### src/rtl/dsp_pipe_pkg.sv
// Shared parameters and elaboration helpers for the reconfigurable DSP delay line.
package dsp_pipe_pkg;

    localparam int MAX_DEPTH = 16;

    // Width needed to encode 0..depth inclusive.
    function automatic int clog2_p1(input int depth);
        int r;
        r = 0;
        while ((1 << r) < (depth + 1)) begin
            r++;
        end
        return r;
    endfunction

    function automatic bit depth_ok(input int depth);
        return (depth >= 1) && (depth <= MAX_DEPTH);
    endfunction

endpackage

### src/rtl/dsp_pipe_stage.sv
// One pipeline stage: data plus valid flag, async reset, clock enable, gated sync clear.
module dsp_pipe_stage
    import dsp_pipe_pkg::*;
#(
    parameter int WIDTH = 18
) (
    input  logic             clk,
    input  logic             rst,
    input  logic             ce,
    input  logic             sclr,
    input  logic [WIDTH-1:0] d,
    input  logic             d_vld,
    output logic [WIDTH-1:0] q,
    output logic             q_vld
);

    logic [WIDTH:0] reg_q;

    always_ff @(posedge clk or posedge rst) begin
        if (rst) begin
            reg_q <= '0;
        end else if (ce) begin
            if (sclr) begin
                reg_q <= '0;
            end else begin
                reg_q <= {d_vld, d};
            end
        end
    end

    assign q     = reg_q[WIDTH-1:0];
    assign q_vld = reg_q[WIDTH];

endmodule

### src/rtl/dsp_pipe_delay_line.sv
// Delay line of up to DEPTH stages with runtime-selected tap and output masking after latency changes.
module dsp_pipe_delay_line
    import dsp_pipe_pkg::*;
#(
    parameter int WIDTH = 18,
    parameter int DEPTH = 4,
    parameter int LW    = clog2_p1(DEPTH)
) (
    input  logic             clk,
    input  logic             rst,
    input  logic             ce,
    input  logic             sclr,
    input  logic [WIDTH-1:0] d_in,
    input  logic             d_in_vld,
    input  logic [LW-1:0]    lat_sel,
    output logic [WIDTH-1:0] d_out,
    output logic             d_out_vld,
    output logic             settling,
    output logic             lat_err
);

    if (!depth_ok(DEPTH)) begin : g_bad_depth
        $error("dsp_pipe_delay_line: DEPTH must be within 1..MAX_DEPTH");
    end

    logic [WIDTH-1:0] stage_d [DEPTH];
    logic             stage_v [DEPTH];
    logic [WIDTH-1:0] stage_q [DEPTH];
    logic             vld_q   [DEPTH];

    for (genvar g = 0; g < DEPTH; g++) begin : g_stage
        if (g == 0) begin : g_head
            assign stage_d[g] = d_in;
            assign stage_v[g] = d_in_vld;
        end else begin : g_body
            assign stage_d[g] = stage_q[g-1];
            assign stage_v[g] = vld_q[g-1];
        end

        dsp_pipe_stage #(
            .WIDTH(WIDTH)
        ) u_stage (
            .clk  (clk),
            .rst  (rst),
            .ce   (ce),
            .sclr (sclr),
            .d    (stage_d[g]),
            .d_vld(stage_v[g]),
            .q    (stage_q[g]),
            .q_vld(vld_q[g])
        );
    end

    logic [LW-1:0] lat_eff;
    logic [LW-1:0] lat_q;
    logic [LW-1:0] settle_cnt;
    logic          changed;
    logic          raw_vld;

    assign lat_err = (lat_sel > LW'(DEPTH));
    assign lat_eff = lat_err ? LW'(DEPTH) : lat_sel;
    assign changed = (lat_eff != lat_q);

    always_comb begin
        d_out   = d_in;
        raw_vld = d_in_vld;
        for (int unsigned i = 0; i < DEPTH; i++) begin
            if (lat_eff == LW'(i + 1)) begin
                d_out   = stage_q[i];
                raw_vld = vld_q[i];
            end
        end
    end

    // A latency change reloads the counter even with ce low, so in-flight samples stay masked.
    always_ff @(posedge clk or posedge rst) begin
        if (rst) begin
            lat_q      <= '0;
            settle_cnt <= '0;
        end else if (changed) begin
            lat_q      <= lat_eff;
            settle_cnt <= (lat_eff == '0) ? '0 : lat_eff - LW'(1);
        end else if (ce) begin
            if (sclr) begin
                settle_cnt <= '0;
            end else if (settle_cnt != '0) begin
                settle_cnt <= settle_cnt - LW'(1);
            end
        end
    end

    assign settling  = changed | (settle_cnt != '0);
    assign d_out_vld = raw_vld & ~settling;

endmodule
### config.mk
export PLATFORM = sky130hd
export DESIGN_NAME = dsp_pipe_delay_line
export DESIGN_NICKNAME = d
export VERILOG_FILES = /design/src/rtl/dsp_pipe_pkg.sv /design/src/rtl/dsp_pipe_stage.sv /design/src/rtl/dsp_pipe_delay_line.sv
export SDC_FILE = /design/constraint.sdc
export NUM_CORES = 1
export LEC_CHECK = 0
export BUFFER_PORTS_ARGS = -buffer_cell sky130_fd_sc_hd__buf_4
export CAP_MARGIN = 20
export CORE_MARGIN = 1.5
export CORE_UTILIZATION = 58
export CTS_CLUSTER_SIZE = 25
export DETAILED_ROUTE_END_ITERATION = 10
export PLACE_DENSITY = 0.8
export SYNTH_ARGS = -nofsm -noshare
export SYNTH_HDL_FRONTEND = slang
export SYNTH_SLANG_ARGS = --single-unit
### constraint.sdc
create_clock -name clk -period 3.28 [get_ports clk]
set_input_delay 0.328 -clock clk [delete_from_list [all_inputs] [get_ports clk]]
set_output_delay 0.328 -clock clk [all_outputs]
set_load 0.02 [all_outputs]
# ---- Word level (Yosys, flattened, before mapping)
# Cells that the tools add are included.
dict set report totals {
  regBits 82
  in_bits 26
  out_inout_bits 21
  wordCells 40
}
dict set report op_classes {
  add_sub_neg 2
  n_lt_le_gt_ge 1
  eq_ne 5
  muxes 18
  bitwise 3
  n_reduce_logical 5
}
# cell count
set ops {}
lappend ops {{2-to-1 mux 19 bit} 4}
lappend ops {{2-to-1 mux 18 bit} 4}
lappend ops {{2-to-1 mux 3 bit} 6}
lappend ops {{equality test 3 x 2 -> 1 bit (second input constant)} 2}
lappend ops {{nonzero test 3 bit} 2}
lappend ops {{subtractor 3 x 1 -> 3 bit (second input constant)} 2}
lappend ops {{2-to-1 mux 1 bit} 4}
lappend ops {{equality test 3 x 1 -> 1 bit (second input constant)} 1}
lappend ops {{equality test 3 bit (second input constant)} 1}
lappend ops {{> comparator 3 bit (second input constant)} 1}
lappend ops {{logical NOT 3 bit} 1}
lappend ops {{!= test 3 bit} 1}
lappend ops {{AND reduction 2 bit} 1}
lappend ops {{nonzero test 2 bit} 1}
lappend ops {{bitwise AND 1 bit} 1}
lappend ops {{inverter 1 bit} 1}
lappend ops {{OR 1 bit} 1}

# ---- Longest topological paths before layout
# Gate-level depths: netlist of the first run.
dict set report depth {
  word_depth 8
  mapped_depth 7
}

# ---- By module
# Synthesis of the first run repeated with hierarchy kept, for this count alone.
dict set report hier_totals {
  hier_cells 338
  hier_area_um2 4026.4
}
# mod n_inst cells_per_inst area_each_um2
set modules_own_cells {}
lappend modules_own_cells {dsp_pipe_stage 4 45 698.2}
lappend modules_own_cells {dsp_pipe_delay_line 1 158 1233.7}

# ---- Least setup slack after synthesis of the first run
# No wires, ideal clock.
dict set report synth_timing {
  path_kind {in2out}
  start {in lat_sel[2]}
  end {out d_out_vld}
  t_arrival_ps 1444
  path_slack_ps 1508
  cell_stages 5
  n_path_buf 1
  path_cell_list {buf_2 and4bb_1 a31oi_2 nand2b_1 nor2_1}
}
dict set report synth_via {
  word_cells_on_any_way 14
}
# item line
set synth_lines {}
lappend synth_lines {{start: declaration} dsp_pipe_delay_line.sv:15} ;# input logic [LW-1:0] lat_sel,
lappend synth_lines {{> comparator 3 bit} dsp_pipe_delay_line.sv:60} ;# assign lat_err = (lat_sel > LW'(DEPTH));
lappend synth_lines {{2-to-1 mux 3 bit (*)} dsp_pipe_delay_line.sv:61} ;# assign lat_eff = lat_err ? LW'(DEPTH) : lat_sel;
lappend synth_lines {{!= test 3 bit (*)} dsp_pipe_delay_line.sv:62} ;# assign changed = (lat_eff != lat_q);
lappend synth_lines {{OR 1 bit (*)} dsp_pipe_delay_line.sv:92} ;# assign settling = changed | (settle_cnt != '0);
lappend synth_lines {{named net settling} dsp_pipe_delay_line.sv:18} ;# output logic settling,
lappend synth_lines {{inverter 1 bit (*)} dsp_pipe_delay_line.sv:93} ;# assign d_out_vld = raw_vld & ~settling;
lappend synth_lines {{bitwise AND 1 bit (*)} dsp_pipe_delay_line.sv:93}
lappend synth_lines {{end: declaration} dsp_pipe_delay_line.sv:17} ;# output logic d_out_vld,
# The timed path passes the listed nets; every way through them passes the cells marked *.

# ---- Worst setup path in the final report of the first run
dict set report layout_timing {
  start {in lat_sel[0]}
  end {out d_out[17]}
}
dict set report layout_via {
  elab_chain_cells 7
  word_cells_on_any_way 10
}
# item line
set layout_rtl {}
lappend layout_rtl {{> comparator 3 bit} dsp_pipe_delay_line.sv:60}
lappend layout_rtl {{2-to-1 mux 3 bit (*)} dsp_pipe_delay_line.sv:61}
lappend layout_rtl {{equality test 3 x 1 -> 1 bit} dsp_pipe_delay_line.sv:68} ;# if (lat_eff == LW'(i + 1)) begin
lappend layout_rtl {{2-to-1 mux 18 bit (3 in a row)} dsp_pipe_delay_line.sv:68}
lappend layout_rtl {{2-to-1 mux 18 bit (*)} dsp_pipe_delay_line.sv:68}
lappend layout_rtl {{end: declaration} dsp_pipe_delay_line.sv:16} ;# output logic [WIDTH-1:0] d_out,
# Mark *: on every way between the ends. The rest lies on a longest branch, timed or not.

==> results of run 1 <==
## power groups by stage
stage               clock network [W]  registers [W]  logic [W]
global placement                    0        0.00113   0.000317
global route                 0.000791        0.00112   0.000357
floorplan                           0        0.00112   0.000237
CTS                          0.000754        0.00111   0.000324
finish                       0.000742        0.00111   0.000326
detailed placement                  0        0.00113   0.000323
## layer usage
layer	part of all wire, %	vias to the layer above
li1	-	1296
met1	48	1378
met2	44	83
met3	6.5	9
met4	1.3	0
met5	0	-
## final cells by class
type | instances | share of cell area, %
inverters | 6 | 0.518
flip-flops and latches | 82 | 47.2
well taps | 77 | 2.22
clock buffers | 9 | 2.85
multi-input cells | 204 | 36.1
clock inverters | 7 | 1.84
repair buffers | 51 | 9.27
## cells by family (layout without fill, tap and decap cells)
group | count (synthesis) | in the layout | share of synthesized area [%]
buffers and inverters | 38 | 73 | 5.64
multiplexers | 3 | 3 | 1.11
AND/OR/NAND/NOR | 59 | 59 | 7.50
XOR/XNOR | 2 | 2 | 0.457
flip-flops | 82 | 82 | 53.5
AO/OA/AOI/OAI | 138 | 138 | 31.2
adder cells (fa/ha/maj) | 2 | 2 | 0.652
## registers in the layout, summed over array words and instances, names as in the netlist
register               count
g_stage.u_stage.reg_q     76
lat_q                      3
settle_cnt                 3
## Yosys cell counts (3+ instances only)
cell type,number
nand2b_1,3
o21ai_1,16
clkbuf_1,13
o221ai_1,8
o221ai_2,10
o2bb2ai_1,21
buf_2,11
nor2b_1,3
o22a_1,17
a22o_1,55
dfrtp_1,82
inv_1,5
buf_6,4
nand2_1,40
nor2_1,4
## per-stage QoR
| step | utilization [%] | cell area (sq um) | setup slack [ns] | hold WS, ns | power, W |
|---|---|---|---|---|---|
| floorplan | - | 3840 | 0.844 | 0.456 | 0.00135 |
| global placement | 64.4 | 4120 | 1.18 | 0.492 | 0.00144 |
| detailed placement | 64.4 | 4120 | 1.10 | 0.497 | 0.00145 |
| CTS | 67.6 | 4320 | 1.09 | 0.177 | 0.00219 |
| global route | 68.1 | 4350 | 0.946 | 0.0815 | 0.00227 |
| finish | 68.1 | 4350 | 1.11 | 0.0406 | 0.00218 |
## worst max-delay path, stage by stage
cell and delay, ns:
buf_4 0.14, nand2b_1 0.68, o22a_1 0.23, o221ai_1 0.10, o21ai_1 0.19, buf_4 0.17
## worst paths after layout
| check | end | depth (start not counted) |
|---|---|---|
| max | d_out[17] | 6 |
| max in group asynchronous | g_stage[1].u_stage.reg_q[14]$_DFFE_PP0P_ | 4 |
| max reg2reg | settle_cnt[1]$_DFFE_PP0P_ | 7 |
| min | g_stage[2].u_stage.reg_q[2]$_DFFE_PP0P_ | 3 |
| min in group clk | g_stage[0].u_stage.reg_q[6]$_DFFE_PP0P_ | 2 |
| min reg2reg | g_stage[3].u_stage.reg_q[5]$_DFFE_PP0P_ | 1 |
==> flow_summary.yaml, run 1 <==
global_route:
  grt_pass1_wl_mm: 13.6
  grt_start_max_net_pins: 83
  met2_usage_pct: 34.9
  gr-usage-met1_pct: 36.7
  track_usage_pct: 24.2
  grt_overflow: 0
  antenna_found_initial: 0
  grtUsageMet3_pct: 4.03
  first_global_vias: 2710
  gr-max-usage-layer: "met1"
die:
  start_util_pct: 60.1
  fp.dieH_um: 84.3
  rows: 29
  die_w_um: 84.3
  coreArea_sq_um: 6390
  io_pins: 47
  die-area_sq_um: 7110
sta:
  fin_skew_ns: 0.00887
  relSlewSlack_pct: 42.9
  setup-violations-final: 0
  worst_slew_pin_slew_ns: 0.857
  hold_viol: 0
  max_freq_mhz: 460
  maxSlewViolCount: 0
  fin_crit_sh_pct: 66.3
  rsz0062_at_grt: "false"
  tns_ns: 0
  period_minus_slack_ns: 2.17
drt:
  wl_per_cell_um: 18.5
  drc: 0
  wirelength_mm: 8.09
  detail_route.first_pass.iterations: 4
  vias_per_cell: 6.34
  drtAntennaViolNets: 0
  drt_iter0_drc: 155
  route.vias.total: 2766
final_layout:
  fillCellCount: 477
  multi_input_area_sq_um: 1570
  area_growth_pct: 13.3
  stdcell_count: 436
  fin_nets: 382
  diodes: 0
  mostFrequentLayoutCells: "dfrtp_1 (82), a22o_1 (55), buf_4 (50)"
  layout-drive-gt1-share_pct: 24.8
  final_common_cell: "dfrtp_1"
  register_area_sq_um: 2050
power:
  combinationalPowerShare_pct: 15.0
  p_sw_share_pct: 28.1
  ir_drop_mv: 0.397
  clock_power_share_pct: 34.1
  p_seq_share_pct: 51.0
  p_per_area_nw_per_um2: 501
  p_int_w: 0.00157
  p_sw_w: 0.000612
  p_leak_nw: 1.94
synth:
  synth_top_area_share_pct: 53.5
  ys_types: 40
  postSynthCellCount: 324
  synth_edf_count: 0
  ys_warn_count: 0
  syn_nets: 352
  synth_area_per_cell_sq_um: 11.8
  ys_seq_elements: 82
  ys_async_sr_fraction_pct: 100
  syn_area_sq_um: 3840
  synthFlopType: "dfrtp_1"
  synth_top_area_cell: "dfrtp_1"
  synth.yosys.seq_area_share_pct: 53.5
  yosys-top-cells-area: "dfrtp_1 (53%), a22o_1 (13%), o2bb2ai_1 (4.8%)"
worst_setup_path:
  critPathKind: "input pin to output pin"
  r2r_setup_slack_ns: 1.68
  crit_path_start_kind: "input pin"
  worstPathArrival_ns: 1.85
  crit_start: "lat_sel[0]"
  r2r-start: "settle_cnt[0]$_DFFE_PP0P_"
  required_ns: 2.95
  crit_fanout: 19
  end_kind: "output pin"
flow_run:
  maxCapViolations: 0
clock_tree:
  cts_buffers: 9
  post_cts_resized: 0
  cts-root-buf: "clkbuf_8"
  clockBufferDepth: 2
  cts_tree: "yes"
  post_cts_buffers: 0
  hold_buffers: 0
  clock_sinks: 82
  clock_latency_ns: 0.37
  clkSlewWorstSetupHoldPaths_ns: 0.09
  htreeDepth: 3
place:
  placedCellCount: 419
  place_congestion: 0.793
  dp_hpwl_mm: 4.70
  port_buffers: 46
hold_path:
  hold_class: "input pin to asynchronous set/reset pin"
run_status:
  status: "completed"
Note: power is estimated with default switching activity, not from simulation.
==> run 2, diff against run 1 <==
--- a/config.mk
+++ b/config.mk
@@ -5,13 +5,14 @@
 export SDC_FILE = /design/constraint.sdc
 export NUM_CORES = 1
 export LEC_CHECK = 0
+export ABC_AREA = 1
 export BUFFER_PORTS_ARGS = -buffer_cell sky130_fd_sc_hd__buf_4
 export CAP_MARGIN = 20
 export CORE_MARGIN = 1.5
-export CORE_UTILIZATION = 58
+export CORE_UTILIZATION = 53
 export CTS_CLUSTER_SIZE = 25
 export DETAILED_ROUTE_END_ITERATION = 10
-export PLACE_DENSITY = 0.8
+export PLACE_DENSITY = 0.76
 export SYNTH_ARGS = -nofsm -noshare
 export SYNTH_HDL_FRONTEND = slang
 export SYNTH_SLANG_ARGS = --single-unit
==> constraint.sdc (replaced) <==
create_clock -name clk -period 1.9 [get_ports clk]
set_input_delay 0.19 -clock clk [delete_from_list [all_inputs] [get_ports clk]]
set_output_delay 0.19 -clock clk [all_outputs]
set_load 0.02 [all_outputs]
==> flow_summary.yaml, run 2 <==
synth:
  synthFlopType: "dfrtp_1"
  synth.yosys.seq_area_share_pct: 49.8
  synth_top_family_by_area: "compound AO/OA/AOI/OAI gates"
  yosys-top-cells-area: "dfrtp_1 (50%), o22ai_1 (11%), inv_1 (9.6%)"
  synth_top_area_share_pct: 49.8
  ys_warn_count: 0
  ys_async_sr_fraction_pct: 100
  synth_edf_count: 0
  yosysMostFrequentCell: "inv_1"
  synth_top_area_cell: "dfrtp_1"
  synthAdderAreaFrac_pct: 0.608
  postSynthCellCount: 496
  synth_commonest_cells: "inv_1 (105), dfrtp_1 (82), o22ai_1 (75)"
  ys_seq_elements: 82
  synth-xor-area-share_pct: 0.213
  muxShareOfSynthArea_pct: 0
  syn_nets: 524
  synth_compound_area_share_pct: 24.9
  yosys.area_share.simple_pct: 9.79
  ys_types: 23
  syn_area_sq_um: 4120
  synth_area_per_cell_sq_um: 8.30
sta:
  max_freq_mhz: 577
  worst_slew_pin_slew_ns: 0.510
  fin_crit_sh_pct: 91.2
  tns_ns: 0
  period_minus_slack_ns: 1.73
  relSlewSlack_pct: 66.0
  maxSlewViolCount: 0
  hold_viol: 0
  fin_skew_ns: 0.00926
  rsz0062_at_grt: "false"
  setup-violations-final: 0
global_route:
  first_global_vias: 3380
  grt_overflow: 0
  grt_start_max_net_pins: 51
  antenna_found_initial: 0
  track_usage_pct: 23.9
  grt_pass1_wl_mm: 16.0
die:
  io_pins: 47
  rows: 31
  die_w_um: 91.1
  fp.dieH_um: 91.1
  start_util_pct: 55.9
  coreArea_sq_um: 7370
  die-area_sq_um: 8300
final_layout:
  regMostFlops: "g_stage.u_stage.reg_q"
  mostFrequentLayoutCells: "inv_1 (104), dfrtp_1 (82), o22ai_1 (75)"
  largest_reg_flops: 76
  fillCellCount: 651
  stdcell_count: 637
  final_common_cell: "inv_1"
  area_growth_pct: 15.7
  reg.largest.list: "g_stage.u_stage.reg_q: 76 flops, lat_q: 3 flops, settle_cnt: 3 flops"
  layout-drive-gt1-share_pct: 20.4
  fin_nets: 562
  fin_area_sq_um: 4760
  diodes: 0
drt:
  drt_iter0_drc: 262
  vias_per_cell: 5.35
  drtAntennaViolNets: 0
  detail_route.first_pass.iterations: 5
  wirelength_mm: 9.30
  drc: 0
  route.vias.total: 3407
  wl_per_cell_um: 14.6
clock_tree:
  clock_sinks: 82
  post_cts_resized: 0
  clkSlewWorstSetupHoldPaths_ns: 0.08
  clockBufferDepth: 2
  htreeDepth: 3
  clock_latency_ns: 0.35
  cts-root-buf: "clkbuf_8"
  cts_tree: "yes"
  cts_buffers: 9
worst_setup_path:
  setup.worst_path.end: "d_out_vld"
  required_ns: 1.71
  crit_start: "lat_q[2]$_DFFE_PP0P_"
  worstPathArrival_ns: 1.54
  r2r-start: "settle_cnt[0]$_DFFE_PP0P_"
  cp_cell_sequence: "xor2_1, nor2_2, nand3_4, inv_2, nand2_2, nor2_2, buf_4"
  cpPeakStageDelay_ns: 0.38
  cpMostUsedCell: "nor2_2"
  reg2regPathDepth: 9
  end_kind: "output pin"
  crit_fanout: 5
  r2r-end: "settle_cnt[1]$_DFFE_PP0P_"
  worst_path_max_delay_cell: "dfrtp_1"
  r2r_setup_slack_ns: 0.30
  crit_path_start_kind: "register"
  critPathKind: "register to output pin"
run_status:
  status: "completed"
power:
  power.total_w: 0.00399
  p_leak_nw: 2.31
  ir_drop_mv: 0.424
  p_per_area_nw_per_um2: 837
flow_run:
  maxCapViolations: 0
hold_path:
  hold_class: "input pin to register"
place:
  place_congestion: 0.857
  port_buffers: 46
  placedCellCount: 621
  dp_hpwl_mm: 6.13
  postPlaceCellArea_sq_um: 4530
## run 2: area by class of cell
cell class	instances	area, sq um	area share [%]
Timing Repair Buffer	62	493	10.4
Multi-Input combinational cell	270	1460	30.7
Sequential cell	82	2050	43.1
Inverter	109	413	8.67
Clock inverter	4	76.3	1.60
Tap cell	99	124	2.60
Clock buffer	11	141	2.97
## run 2: kinds of logic after synthesis
family | after synthesis
AO/OA/AOI/OAI | 173
XOR/XNOR | 1
adder cells (fa/ha/maj) | 2
buffers and inverters | 144
flip-flops | 82
AND/OR/NAND/NOR | 94
## run 2: per-layer routing
layer	share of wire, %	GRT usage, %
met5	0	0
met4	1.5	8.07
met3	5.1	4.27
met2	45	35.0
met1	49	35.7
## run 2: worst max-delay path, delay by kind of cell, from the launching register on
| family | cells | cell delay (ns) |
|---|---|---|
| simple gates | 4 | 0.43 |
| flops | 1 | 0.38 |
| buf+inv | 2 | 0.23 |
| xor+xnor | 1 | 0.15 |
## run 2: how the worst min path moves through the flow
stage / from / endpoint / depth (start not counted)
2_1_floorplan: d_in_vld / g_stage[0].u_stage.reg_q[18]$_DFFE_PP0P_ / 2
3_3_place_gp: rst / g_stage[1].u_stage.reg_q[3]$_DFFE_PP0P_ / 2
3_5_place_dp: rst / g_stage[1].u_stage.reg_q[3]$_DFFE_PP0P_ / 2
4_1_cts: d_in[5] / g_stage[0].u_stage.reg_q[5]$_DFFE_PP0P_ / 3
5_1_grt: d_in[12] / g_stage[0].u_stage.reg_q[12]$_DFFE_PP0P_ / 3
6_report: d_in_vld / g_stage[0].u_stage.reg_q[18]$_DFFE_PP0P_ / 3
## run 2: stage by stage
| step | worst slack, ns | utilization [%] | hold WS (ns) |
|---|---|---|---|
| after floorplan | 0.479 | - | 0.340 |
| after CTS | 0.144 | 64.6 | 0.108 |
| after global placement | 0.279 | 61.5 | 0.194 |
| after detailed placement | 0.240 | 61.5 | 0.203 |
| after global routing | 0.0299 | 64.6 | 0.119 |
| final | 0.168 | 64.6 | 0.107 |
## run 2: what timing repair did
action | 4_1_cts | 5_1_grt
hold endpoints to repair | 14 | 0
hold buffers | 1 | 0
setup buffers | 0 | 0
## run 2: report_power, final
| group | switching [W] | internal [W] | total (W) |
|---|---|---|---|
| Sequential | 0.0000468 | 0.00185 | 0.00189 |
| Combinational | 0.000443 | 0.000259 | 0.000702 |
| Clock | 0.000620 | 0.000772 | 0.00139 |
| Total | 0.00111 | 0.00288 | 0.00399 |
